## config.mk

```make
export PLATFORM = sky130hd
export DESIGN_NAME = ghazi_ram_arbiter
export DESIGN_NICKNAME = d
export VERILOG_FILES = /design/src/rtl/ghazi_arb_pkg.sv /design/src/rtl/ghazi_rr_arb2.sv /design/src/rtl/ghazi_ram_arbiter.sv
export SDC_FILE = /design/constraint.sdc
export NUM_CORES = 1
export LEC_CHECK = 0
export BUFFER_PORTS_ARGS = -buffer_cell sky130_fd_sc_hd__buf_2
export CAP_MARGIN = 30
export CORE_AREA = 2 2 102 104
export DETAILED_ROUTE_END_ITERATION = 16
export DIE_AREA = 0 0 104 106
export SLEW_MARGIN = 40
export SYNTH_ARGS = -nofsm -noshare
export SYNTH_HDL_FRONTEND = slang
export SYNTH_SLANG_ARGS = --single-unit
```

## constraint.sdc

```tcl
create_clock -name clk_i -period 2.8 [get_ports clk_i]
set_clock_uncertainty 0.15 [all_clocks]
set_input_delay 0.14 -clock clk_i [delete_from_list [all_inputs] [get_ports clk_i]]
set_output_delay 0.14 -clock clk_i [all_outputs]
set_load 0.05 [all_outputs]
```

## src/rtl/ghazi_arb_pkg.sv

```systemverilog
// ghazi_arb_pkg: shared types and constants for the Ghazi RAM arbiter.
// Rev 1.0
`default_nettype none

package ghazi_arb_pkg;

   // Requester indices into the req/gnt vectors
   localparam int REQ_WB   = 0;
   localparam int REQ_CORE = 1;

   localparam int          ARB_ADDR_W  = 8;
   localparam logic [31:0] WB_BASE_DEF = 32'h3000_0000;
   localparam logic [31:0] WB_MASK_DEF = 32'h0000_03FF;

   typedef struct packed {
      logic                  we;
      logic [3:0]            be;
      logic [ARB_ADDR_W-1:0] addr;
      logic [31:0]           wdata;
   } arb_req_t;

endpackage

`default_nettype wire

```

## src/rtl/ghazi_rr_arb2.sv

```systemverilog
// ghazi_rr_arb2: two-way round-robin arbiter with one-hot combinational grant.
// Rev 1.0
`default_nettype none

module ghazi_rr_arb2
   import ghazi_arb_pkg::*;
(
   input  logic       clk_i,
   input  logic       rst_ni,
   input  logic [1:0] req,
   output logic [1:0] gnt
);

   // Index of the requester granted most recently; starts at the core so WB wins the first tie.
   logic rr_last;

   always_comb begin
      gnt = 2'b00;
      if (req[REQ_WB] && (!req[REQ_CORE] || rr_last == 1'b1)) begin
         gnt[REQ_WB] = 1'b1;
      end else if (req[REQ_CORE]) begin
         gnt[REQ_CORE] = 1'b1;
      end
   end

   always_ff @(posedge clk_i or negedge rst_ni) begin
      if (!rst_ni) begin
         rr_last <= 1'b1;
      end else if (gnt[REQ_WB]) begin
         rr_last <= 1'b0;
      end else if (gnt[REQ_CORE]) begin
         rr_last <= 1'b1;
      end
   end

endmodule

`default_nettype wire

```

## src/rtl/ghazi_ram_arbiter.sv

```systemverilog
// ghazi_ram_arbiter: shares one single-port DFFRAM between the Wishbone slave and the core data port.
// Rev 1.0
`default_nettype none

module ghazi_ram_arbiter
   import ghazi_arb_pkg::*;
#(
   parameter int          ADDR_W  = ARB_ADDR_W,
   parameter logic [31:0] WB_BASE = WB_BASE_DEF,
   parameter logic [31:0] WB_MASK = WB_MASK_DEF
) (
   input  logic              clk_i,
   input  logic              rst_ni,
   input  logic              wbs_cyc_i,
   input  logic              wbs_stb_i,
   input  logic              wbs_we_i,
   input  logic [3:0]        wbs_sel_i,
   input  logic [31:0]       wbs_adr_i,
   input  logic [31:0]       wbs_dat_i,
   output logic              wbs_ack_o,
   output logic [31:0]       wbs_dat_o,
   input  logic              core_req_i,
   output logic              core_gnt_o,
   input  logic              core_we_i,
   input  logic [3:0]        core_be_i,
   input  logic [ADDR_W-1:0] core_addr_i,
   input  logic [31:0]       core_wdata_i,
   output logic              core_rvalid_o,
   output logic [31:0]       core_rdata_o,
   output logic              ram_en_o,
   output logic [3:0]        ram_we_o,
   output logic [ADDR_W-1:0] ram_addr_o,
   output logic [31:0]       ram_di_o,
   input  logic [31:0]       ram_do_i
);

   logic              wb_pend;
   logic              wb_rd_hit;
   logic              core_pend;
   logic              wb_hit;
   logic              granted;
   logic [1:0]        req;
   logic [1:0]        gnt;
   logic [ADDR_W-1:0] hold_addr;
   logic [31:0]       hold_wdata;
   arb_req_t          wb_bus;
   arb_req_t          core_bus;
   arb_req_t          sel_bus;

   assign wb_hit        = ((wbs_adr_i & ~WB_MASK) == WB_BASE);
   assign req[REQ_WB]   = wbs_cyc_i & wbs_stb_i & ~wb_pend;
   assign req[REQ_CORE] = core_req_i;

   ghazi_rr_arb2 u_rr (
      .clk_i  (clk_i),
      .rst_ni (rst_ni),
      .req    (req),
      .gnt    (gnt)
   );

   always_comb begin
      wb_bus.we      = wbs_we_i;
      wb_bus.be      = wbs_sel_i;
      wb_bus.addr    = wbs_adr_i[ADDR_W+1:2];
      wb_bus.wdata   = wbs_dat_i;
      core_bus.we    = core_we_i;
      core_bus.be    = core_be_i;
      core_bus.addr  = core_addr_i;
      core_bus.wdata = core_wdata_i;
      sel_bus        = gnt[REQ_CORE] ? core_bus : wb_bus;
   end

   assign granted    = |gnt;
   assign core_gnt_o = gnt[REQ_CORE];
   // A Wishbone window miss is granted (so it gets its ack) but never reaches the RAM.
   assign ram_en_o   = (gnt[REQ_WB] & wb_hit) | gnt[REQ_CORE];
   assign ram_we_o   = (ram_en_o && sel_bus.we) ? sel_bus.be : 4'b0000;
   assign ram_addr_o = granted ? sel_bus.addr  : hold_addr;
   assign ram_di_o   = granted ? sel_bus.wdata : hold_wdata;

   always_ff @(posedge clk_i or negedge rst_ni) begin
      if (!rst_ni) begin
         wb_pend    <= 1'b0;
         wb_rd_hit  <= 1'b0;
         core_pend  <= 1'b0;
         hold_addr  <= '0;
         hold_wdata <= '0;
      end else begin
         wb_pend   <= gnt[REQ_WB];
         wb_rd_hit <= gnt[REQ_WB] & wb_hit & ~wbs_we_i;
         core_pend <= gnt[REQ_CORE];
         if (granted) begin
            hold_addr  <= sel_bus.addr;
            hold_wdata <= sel_bus.wdata;
         end
      end
   end

   // Response data comes straight from the RAM in the cycle after issue, gated to zero otherwise.
   assign wbs_ack_o     = wb_pend;
   assign wbs_dat_o     = wb_rd_hit ? ram_do_i : 32'h0;
   assign core_rvalid_o = core_pend;
   assign core_rdata_o  = core_pend ? ram_do_i : 32'h0;

endmodule

`default_nettype wire

```

== After elaboration in Yosys (flattened, before gate mapping) ==
Index checks and enable logic that the tools add are counted.
Widths: inputs -> output; s select.
Storage, ports and cells
  word-level logic and storage cells: 31
  flip-flop bits (word level): 44
  input bits: 151
  output and inout bits: 112
Cells by class
  equality and inequality tests: 1
  mux-type cells: 11
  bitwise logic cells: 7
  reductions and logical operators: 6
Operator list (count)
  $mux 32: 3
  $mux 45: 1
  $eq 22x20->1 const B: 1
  $mux 8: 1
  $mux 1: 5
  $and 1x1->1: 4
  $mux 4: 1
  $logic_and 1x1->1: 2
  $not 1->1: 2
  $reduce_bool 2->1: 1
  $reduce_or 2->1: 1
  $logic_not 1->1: 1
  $logic_or 1x1->1: 1
  $or 1x1->1: 1

== Longest topological paths before layout ==
Gate-level depths: netlist of the first run.
  word-level depth: 8
  mapped depth: 5
  mapped depth without buffers: 4

== Hierarchy ==
A second synthesis of the first run with hierarchy kept.
Second synthesis, totals
  cells, all modules: 278
  area total of the unflattened synthesis: 2575.0 µm²
By module, submodules not included
  ghazi_ram_arbiter: cells each 272, times used 1, seq. area each 1076.0 µm², area an instance 2521.2 µm²
  ghazi_rr_arb2: cells each 6, times used 1, seq. area each 26.3 µm², area an instance 53.8 µm²

== Worst setup path before layout of the first run ==
OpenSTA, ideal clock, no wires.
  kind: flip-flop to output port
  from: reg wb_pend, in the netlist wbs_ack_o
  to: out ram_en_o
  data required time: 2510 ps
  stages on the path, launching flop included: 5
  arrival: 2257 ps
  path buffers: 1
  path slack: 253 ps
  path through: dfrtp_1 and3b_1 a21boi_4 buf_6 o21ai_0
Between the ends
  word-level cells in the longest chain between the ends: 6
  elaborated cells between the ends (all ways): 7
  classes of those cells: 2 x mux; 4 x bitwise; 1 x reduce/logical
RTL lines
  start: declaration: line ghazi_ram_arbiter.sv:37  | logic wb_pend;
  start signal: assignment: line ghazi_ram_arbiter.sv:89  | wb_pend <= gnt[REQ_WB];
  $not 1->1: line ghazi_ram_arbiter.sv:51  | assign req[REQ_WB] = wbs_cyc_i & wbs_stb_i & ~wb_pend;
  $and 1x1->1: line ghazi_ram_arbiter.sv:51
  $logic_and 1x1->1: line ghazi_rr_arb2.sv:19  | if (req[REQ_WB] && (!req[REQ_CORE] || rr_last == 1'b1)) begin
  $mux 1: line ghazi_rr_arb2.sv:19
  named net gnt[0]: line ghazi_ram_arbiter.sv:43  | logic [1:0] gnt;
  $and 1x1->1: line ghazi_ram_arbiter.sv:76  | assign ram_en_o = (gnt[REQ_WB] & wb_hit) | gnt[REQ_CORE];
  $or 1x1->1: line ghazi_ram_arbiter.sv:76
  end: declaration: line ghazi_ram_arbiter.sv:30  | output logic ram_en_o,
The timed path passes the listed nets, and every way through them passes these cells.

== Worst setup path after layout of the first run ==
  from: reg wb_pend, in the netlist wbs_ack_o
  to: out ram_di_o[14]
Between the ends
  word-level cells in the longest chain between the ends: 6
  elaborated cells between the ends (all ways): 8
  classes of those cells: 4 x mux; 2 x bitwise; 2 x reduce/logical
RTL lines
  $not 1->1 (*): line ghazi_ram_arbiter.sv:51
  $and 1x1->1 (*): line ghazi_ram_arbiter.sv:51
  $logic_and 1x1->1 (*): line ghazi_rr_arb2.sv:19
  $mux 1: line ghazi_rr_arb2.sv:19
  $mux 45 / $reduce_or 2->1 (equally long branches): line ghazi_ram_arbiter.sv:70, ghazi_ram_arbiter.sv:73
  $mux 32 (*)
  end: declaration: line ghazi_ram_arbiter.sv:33  | output logic [31:0] ram_di_o,
Every way passes the cells marked *; elsewhere a longest branch is shown, timed or not.

==> results.toml, run 1 <==
[sta]
slew-limit-headroom_pct = 54.8
holdWs_ns = 0.0987
rsz0062_at_grt = "no"
hold_viol = 0
tns_ns = 0
clock.fmax_ghz = 0.420
final.min_clock_period_ns = 2.38
final-max-slew-violation-count = 0
worst_pin_slew_ns = 0.678
finalSetupViolCount = 0
finalCritPeriodShare_pct = 85.0

[cts]
cts_buffers = 5
tritoncts = "done"
root_buffer = "clkbuf_8"
htree_num_levels = 2
worstSkewPairLatency_ns = 0.29
cts_sinks = 44
clock_path_buffers = 2
postCtsSetupBuffers = 0
path_clk_slew_ns = 0.08

[yosys]
synth_area_sq_um = 2390
synth_seq_area_share_pct = 46.1
synth_nets = 422
synth.distinct_cells = 23
syn_avg_cell_area_sq_um = 8.83
ys_ff_latch = 44
synthCells = 271
synth_warnings = 0

[pwr]
peakVddDrop_mv = 0.270
p_switching_w = 0.000880
clockPowerShare_pct = 18.2
power_density_nw_per_um2 = 448
p_int_w = 0.00124
p_comb_share_pct = 46.6
seqPwrFrac_pct = 35.1
power.leakage_nw = 2.68
p_sw_share_pct = 41.6

[hold_path]
min_from = "core_req_i"
hp-class = "in2reg"
hold_depth = 3
min_to = "u_rr.rr_last$_DFFE_PN1N_"

[floorplanning]
rows = 37
dieArea_sq_um = 11000
core-area_sq_um = 10000
dieWidth_um = 104
ios = 263
fp.dieH_um = 106
start_util_pct = 23.9

[setup_path]
r2r_slack_ns = 0.50
crit_fanout = 31
worstPathArrival_ns = 2.09
reg2reg_from = "wbs_ack_o$_DFF_PN0_"
end_kind = "output pin"
r2r_cells = 6
required_ns = 2.51
regToRegEndpoint = "hold_wdata[14]$_DFF_PN0_"
worstSetupPathType = "reg2out"
start_kind = "register"

[grt]
grt_max_degree = 45
grt_use_total_pct = 18.8
grt_overflow_total = 0
grt_pass1_vias = 3379
antenna_found_initial = 2
grt_pass1_wl_mm = 16.5

[route]
vias = 3303
post_drt_via_cell_ratio = 4.45
dr.pass1.iters = 6
drt_iter0_drc = 164
routedWlPerCell_um = 14.6
drc = 0
postRouteWirelength_mm = 10.9
ant_nets = 0

[layout]
drive_above_1_share_pct = 45.7
nets = 757
area_growth_pct = 97.2

[place]
dp_hpwl_mm = 7.65
port_buffers = 260
place_congestion = 0.820

[job]
cap_violations = 0

[status]
status = "complete, no violations"
power by group through the flow:
stage	combinational (W)	sequential (W)	clock (W)
floorplan	0.000567	0.000750	0
global placement	0.000824	0.000753	0
detailed placement	0.000829	0.000755	0
CTS	0.000981	0.000743	0.000414
global route	0.00105	0.000753	0.000432
finish	0.000987	0.000743	0.000386
per-layer routing:
layer	wire length, um	GRT usage (%)	share of wire [%]	vias up
li1	-	-	-	1585
met1	3970	19.3	37	1550
met2	5910	37.5	54	152
met3	800	4.72	7.4	14
met4	170	4.63	1.6	2
met5	13	0	0.12	-
worst max path at each step:
stage / from / to
2_1_floorplan: wbs_ack_o$_DFF_PN0_ / ram_en_o
3_3_place_gp: wbs_adr_i[16] / ram_en_o
3_5_place_dp: wbs_adr_i[16] / ram_we_o[0]
4_1_cts: wbs_ack_o$_DFF_PN0_ / ram_di_o[16]
5_1_grt: wbs_ack_o$_DFF_PN0_ / ram_di_o[16]
6_report: wbs_ack_o$_DFF_PN0_ / ram_di_o[14]
placed cells by master, fill, tap and decap left out, types with 2 or more instances in the layout:
master,netlist,final
nand2_1,80,80
buf_2,8,259
dfrtp_1,43,43
nor2_1,3,2
nor2_4,0,2
nor4_1,4,4
inv_1,3,3
dlygate4sd3_1,0,82
and2_1,64,64
buf_4,0,4
clkbuf_8,0,5
a22oi_1,40,40
a32o_1,4,4
cells in the mapped netlist:
cell type | number | share of area [%]
nand2_1 | 80 | 13
and2_1 | 64 | 17
dfrtp_1 | 43 | 45
a22oi_1 | 40 | 13
buf_2 | 8 | 1.7
clkbuf_1 | 6 | 0.94
a32o_1 | 4 | 1.7
buf_6 | 4 | 1.9
nor4_1 | 4 | 1.0
inv_1 | 3 | 0.47
nor2_1 | 3 | 0.47
a21boi_4 | 1 | 0.78
a21oi_1 | 1 | 0.21
and3b_1 | 1 | 0.37
and4b_1 | 1 | 0.42
dfstp_2 | 1 | 1.1
nand4_1 | 1 | 0.26
nor2_2 | 1 | 0.26
nor3_2 | 1 | 0.42
nor4bb_1 | 1 | 0.42
o2111ai_1 | 1 | 0.37
o21ai_0 | 1 | 0.21
or2_2 | 1 | 0.26
cell families (layout without fill, tap and decap cells):
family	Yosys count	count (layout)	synth area share (%)
AND/OR/NAND/NOR	158	158	33.2
flip-flops	44	44	46.1
buffers and inverters	21	356	4.97
AO/OA/AOI/OAI	48	48	15.8
other	0	1	0
stage by stage:
| step | cell area [sq um] | power (W) | util, % | setup WS [ns] | std cells |
|---|---|---|---|---|---|
| after floorplan | 2390 | 0.00132 | - | 0.253 | 271 |
| after global placement | 3810 | 0.00158 | 38.1 | 0.744 | 653 |
| after detailed placement | 3810 | 0.00158 | 38.2 | 0.725 | 653 |
| after CTS | 4720 | 0.00214 | 47.2 | 0.418 | 742 |
| after global routing | 4720 | 0.00223 | 47.2 | 0.258 | 742 |
| final | 4720 | 0.00212 | 47.2 | 0.419 | 743 |
worst max-delay path, stage by stage, from the launching register on:
cell and delay [ns]:
dfrtp_1 0.36, and3b_1 0.24, nor2_4 0.25, buf_4 0.41, a22oi_1 0.14, nand2_1 0.13, buf_2 0.27
sequential cells by signal, indices dropped and copies added, names as in the netlist:
signal	cells
hold_wdata	32
u_rr.rr_last	1
core_rvalid_o	1
wbs_ack_o	1
hold_addr	8
wb_rd_hit	1
what timing repair did:
item                                   4_1_cts  5_1_grt
resized for setup                            0        0
hold buffers                                82        0
endpoints found under the hold margin       84        0
area by class of cell:
class | instances | area (sq um)
timing repair buffer | 346 | 2170
clock buffer | 5 | 68.8
tap | 136 | 170
multi-input combinational | 206 | 1180
antenna | 1 | 2.50
clock inverter | 2 | 12.5
fill | 986 | 5280
sequential | 44 | 1100
inverter | 3 | 11.3
No activity file was read; power rests on OpenSTA's default activity.
==> run 2, diff against run 1 <==
CAP_MARGIN = 0   (was 30)
PLACE_DENSITY = 0.71   (was default)
==> results.toml, run 2 (synthesized netlist as in run 1, its figures left out) <==
[status]
status = "complete, no violations"

[place]
dp_hpwl_mm = 7.66
port_buffers = 260
place_congestion = 0.894

[cts]
path_clk_slew_ns = 0.09
htree_num_levels = 2
root_buffer = "clkbuf_8"
cts_sinks = 44
postCtsHoldBufs = 82
postCtsSetupBuffers = 0
clock_path_buffers = 2
cts_buffers = 5
worstSkewPairLatency_ns = 0.29
tritoncts = "done"
cts-resized-gates = 0

[layout]
final_core_util_pct = 47.9
drive_above_1_share_pct = 45.9
regMostFlops = "hold_wdata"
largest_reg_flops = 32
nets = 758
area_growth_pct = 100
final_common_cell = "buf_2"
layout_common_cells = "259 x buf_2, 82 x dlygate4sd3_1, 80 x nand2_1"
num_antenna_cells = 0
fill_cells = 945
top_regs = "hold_wdata (32), hold_addr (8)"

[setup_path]
r2r_slack_ns = 0.58
required_ns = 2.51
start_kind = "register"
cp_slowest_cell = "dfrtp_1"
regToRegEndpoint = "hold_addr[4]$_DFF_PN0_"
reg2reg_from = "wbs_ack_o$_DFF_PN0_"
r2r_cells = 6
worstPathArrival_ns = 2.03
max_stage_delay_ns = 0.39
startpoint = "wbs_ack_o$_DFF_PN0_"
crit_fanout = 38
path_cells = "and3b_1, a21boi_4, buf_12, a22oi_1, nand2_1, buf_2"
end_kind = "output pin"
worstSetupPathType = "reg2out"

[grt]
grt_overflow_total = 0
grt_max_degree = 45
antenna_found_initial = 1
grt_pass1_vias = 3464
grt_use_total_pct = 19.2
grt_pass1_wl_mm = 17.2

[route]
drt_iter0_drc = 217
postRouteWirelength_mm = 10.7
post_drt_via_cell_ratio = 4.51
vias = 3358
drc = 0
routedWlPerCell_um = 14.3
ant_nets = 0
dr.pass1.iters = 4

[floorplanning]
start_util_pct = 23.9
core-area_sq_um = 10000
rows = 37
fp.dieH_um = 106
dieArea_sq_um = 11000
ios = 263
dieWidth_um = 104

[pwr]
power.leakage_nw = 2.71
seqPwrFrac_pct = 33.0
peakVddDrop_mv = 0.279
p_sw_share_pct = 39.4
p_int_w = 0.00137
p_comb_share_pct = 44.2
power_density_nw_per_um2 = 471
clockPowerShare_pct = 22.7
p_switching_w = 0.000889

[sta]
finalSetupViolCount = 0
final.min_clock_period_ns = 2.32
holdWs_ns = 0.0797
final-max-slew-violation-count = 0
slew-limit-headroom_pct = 56.4
clock.fmax_ghz = 0.431
hold_viol = 0
worst_pin_slew_ns = 0.655
tns_ns = 0
rsz0062_at_grt = "no"
finalCritPeriodShare_pct = 82.8

[hold_path]
hp-class = "in2reg"
min_from = "core_req_i"
min_to = "u_rr.rr_last$_DFFE_PN1N_"
hold_depth = 3

[job]
cap_violations = 0
[run 2: changes by cell type in the layout (fill, tap and decap cells not counted)]
cell	change
clkbuf_8	+1
buf_8	+1
bufinv_16	+1
diode_2	-1
nor2_2	+1
clkinvlp_4	-1
clkinv_4	+1
clkinv_2	-1
nor2_4	-1
buf_4	-1
buf_16	+1
[run 2: worst max path at each step]
| stage | to | slack (ns) | cells after the start |
|---|---|---|---|
| global route | ram_di_o[14] | 0.36 | 6 |
| detailed placement | ram_we_o[2] | 0.77 | 6 |
| global placement | ram_we_o[2] | 0.56 | 4 |
| floorplan | ram_en_o | 0.25 | 4 |
| CTS | ram_addr_o[4] | 0.47 | 6 |
| finish | ram_addr_o[4] | 0.48 | 6 |
[run 2: routing by layer]
metal / vias to the layer above / GRT usage [%] / wire length, um
li1: 1598 / - / -
met1: 1573 / 20.6 / 3950
met2: 169 / 37.8 / 5820
met3: 16 / 4.54 / 736
met4: 2 / 4.83 / 142
met5: - / 0 / 16
[run 2: worst max-delay path, delay by kind of cell (launching register included)]
family | cells | cell delay (ns)
flops | 1 | 0.39
compound gates | 2 | 0.39
buf+inv | 2 | 0.53
simple gates | 2 | 0.40
[run 2: power groups by stage]
stage                     registers [W]  clock network, W  logic, W
after global placement         0.000752                 0  0.000818
after detailed placement       0.000755                 0  0.000837
after CTS                      0.000744          0.000539  0.000989
final                          0.000745          0.000513  0.000997
after floorplan                0.000750                 0  0.000567
after global routing           0.000754          0.000555   0.00106
[run 2: layout make-up]
cell class	count	area [sq um]	share of cell area, %
clock buffer	6	82.6	1.73
sequential	44	1100	23.0
multi-input combinational	206	1180	24.6
inverter	3	11.3	0.235
timing repair buffer	347	2200	46.0
clock inverter	2	38.8	0.810
tap	136	170	3.55
[run 2: stage by stage]
step	total power, W	instances	worst slack [ns]	cell area [sq um]
2_1_floorplan	0.00132	271	0.253	2390
3_3_place_gp	0.00157	652	0.559	3800
3_5_place_dp	0.00159	654	0.775	3840
4_1_cts	0.00227	744	0.471	4790
5_1_grt	0.00236	744	0.364	4790
6_report	0.00225	744	0.481	4790
==> run 3, diff against run 2 <==
clock period = 2.3 ns   (was 2.8 ns; I/O delays follow)
==> results.toml, run 3 (synthesized netlist as in run 1, its figures left out) <==
[job]
cap_violations = 0

[setup_path]
required_ns = 2.38
worstPathArrival_ns = 2.28
reg2reg_from = "wbs_ack_o$_DFF_PN0_"
path_cells = "and3b_2, a21boi_4, clkbuf_16, a22oi_1, nand2_1, dlygate4sd3_1"
end_kind = "register"
worstSetupPathType = "reg2reg"
startpoint = "wbs_ack_o$_DFF_PN0_"
crit_fanout = 21
start_kind = "register"
max_stage_delay_ns = 0.57
cp_slowest_cell = "dlygate4sd3_1"

[sta]
holdWs_ns = 0.0604
tns_ns = 0
clock.fmax_ghz = 0.455
final.min_clock_period_ns = 2.20
hold_viol = 0
worst_pin_slew_ns = 0.704
final-max-slew-violation-count = 0
slew-limit-headroom_pct = 53.1
finalCritPeriodShare_pct = 95.6
finalSetupViolCount = 0

[layout]
largest_reg_flops = 32
layout_common_cells = "232 x buf_2, 82 x dlygate4sd3_1, 80 x nand2_1"
top_regs = "hold_wdata (32), hold_addr (8)"
nets = 761
finalInstanceArea_sq_um = 4860
area_growth_pct = 103
final_core_util_pct = 48.6
regMostFlops = "hold_wdata"
final_common_cell = "buf_2"
drive_above_1_share_pct = 46.2
fill_cells = 928

[route]
drt_iter0_drc = 162
routedWlPerCell_um = 15.7
dr.pass1.iters = 4
post_drt_via_cell_ratio = 4.51
ant_nets = 0
postRouteWirelength_mm = 11.7
vias = 3368
drc = 0

[cts]
cts_buffers = 5
root_buffer = "clkbuf_8"
worstSkewPairLatency_ns = 0.30
clock_path_buffers = 2
cts_sinks = 44
path_clk_slew_ns = 0.09
htree_num_levels = 2
tritoncts = "done"

[grt]
antenna_found_initial = 1
grt_max_degree = 43
grt_use_total_pct = 19.9
grt_pass1_wl_mm = 17.5
grt_overflow_total = 0
grt_pass1_vias = 3582

[hold_path]
min_from = "core_req_i"
hp-class = "in2reg"

[pwr]
clockPowerShare_pct = 18.2
p_int_w = 0.00155
p_switching_w = 0.00111
seqPwrFrac_pct = 34.1
p_sw_share_pct = 41.6
power.leakage_nw = 2.73
p_comb_share_pct = 47.7
peakVddDrop_mv = 0.299
power_density_nw_per_um2 = 547

[floorplanning]
rows = 37
dieWidth_um = 104
start_util_pct = 23.9
dieArea_sq_um = 11000
ios = 263
core-area_sq_um = 10000
fp.dieH_um = 106

[place]
port_buffers = 260
place_congestion = 0.828
placed_area_sq_um = 3850
dp_hpwl_mm = 7.90

[status]
status = "complete, no violations"
run 3: layout make-up:
| type | instances | area, sq um | area share, % |
|---|---|---|---|
| repair buffers | 350 | 2310 | 47.5 |
| multi-input cells | 206 | 1190 | 24.4 |
| flip-flops and latches | 44 | 1100 | 22.7 |
| well taps | 136 | 170 | 3.50 |
| clock buffers | 5 | 68.8 | 1.41 |
| clock inverters | 2 | 12.5 | 0.257 |
| inverters | 3 | 11.3 | 0.232 |
| diodes | 1 | 2.50 | 0.0515 |
run 3: per-layer routing:
layer / track usage, % / routed length, um / vias to the layer above
li1: - / - / 1594
met1: 19.8 / 4170 / 1579
met2: 39.4 / 6410 / 175
met3: 4.35 / 799 / 20
met4: 8.49 / 333 / 0
met5: 0 / 0 / -
run 3: worst max-delay path: cells and delay by family, from the launching register on:
| family | cells | cell delay [ns] |
|---|---|---|
| AO/OA/AOI/OAI | 2 | 0.36 |
| buffers and inverters | 2 | 0.81 |
| AND/OR/NAND/NOR | 2 | 0.42 |
| flip-flops | 1 | 0.39 |
run 3: final timing paths:
kind / endpoint / slack [ns] / depth (start not counted)
max: hold_wdata[9]$_DFF_PN0_ / 0.10 / 6
min: u_rr.rr_last$_DFFE_PN1N_ / 0.06 / 3
max reg2reg: hold_wdata[9]$_DFF_PN0_ / 0.10 / 6
min reg2reg: u_rr.rr_last$_DFFE_PN1N_ / 0.43 / 2
max in group asynchronous: hold_wdata[23]$_DFF_PN0_ / 1.09 / 3
min in group asynchronous: hold_wdata[3]$_DFF_PN0_ / 0.19 / 2
run 3: metrics by stage:
stage | instances | total power, W | setup slack [ns]
floorplan | 271 | 0.00160 | 0.0679
global placement | 653 | 0.00192 | 0.108
detailed placement | 655 | 0.00195 | 0.349
CTS | 744 | 0.00264 | 0.0107
global route | 747 | 0.00281 | -0.00154
finish | 747 | 0.00266 | 0.101
run 3: power by group through the flow:
stage	Clock [W]	Combinational, W	Sequential (W)
after global routing	0.000558	0.00134	0.000918
final	0.000484	0.00127	0.000907
after floorplan	0	0.000690	0.000913
after global placement	0	0.00100	0.000917
after detailed placement	0	0.00102	0.000921
after CTS	0.000524	0.00121	0.000908
run 3: what timing repair did:
item / 4_1_cts / 5_1_grt
setup endpoints to repair: 0 / 46
hold buffers: 82 / 0
gates resized for setup: 0 / 40
hold endpoints to repair: 64 / 0
setup buffers: 0 / 1
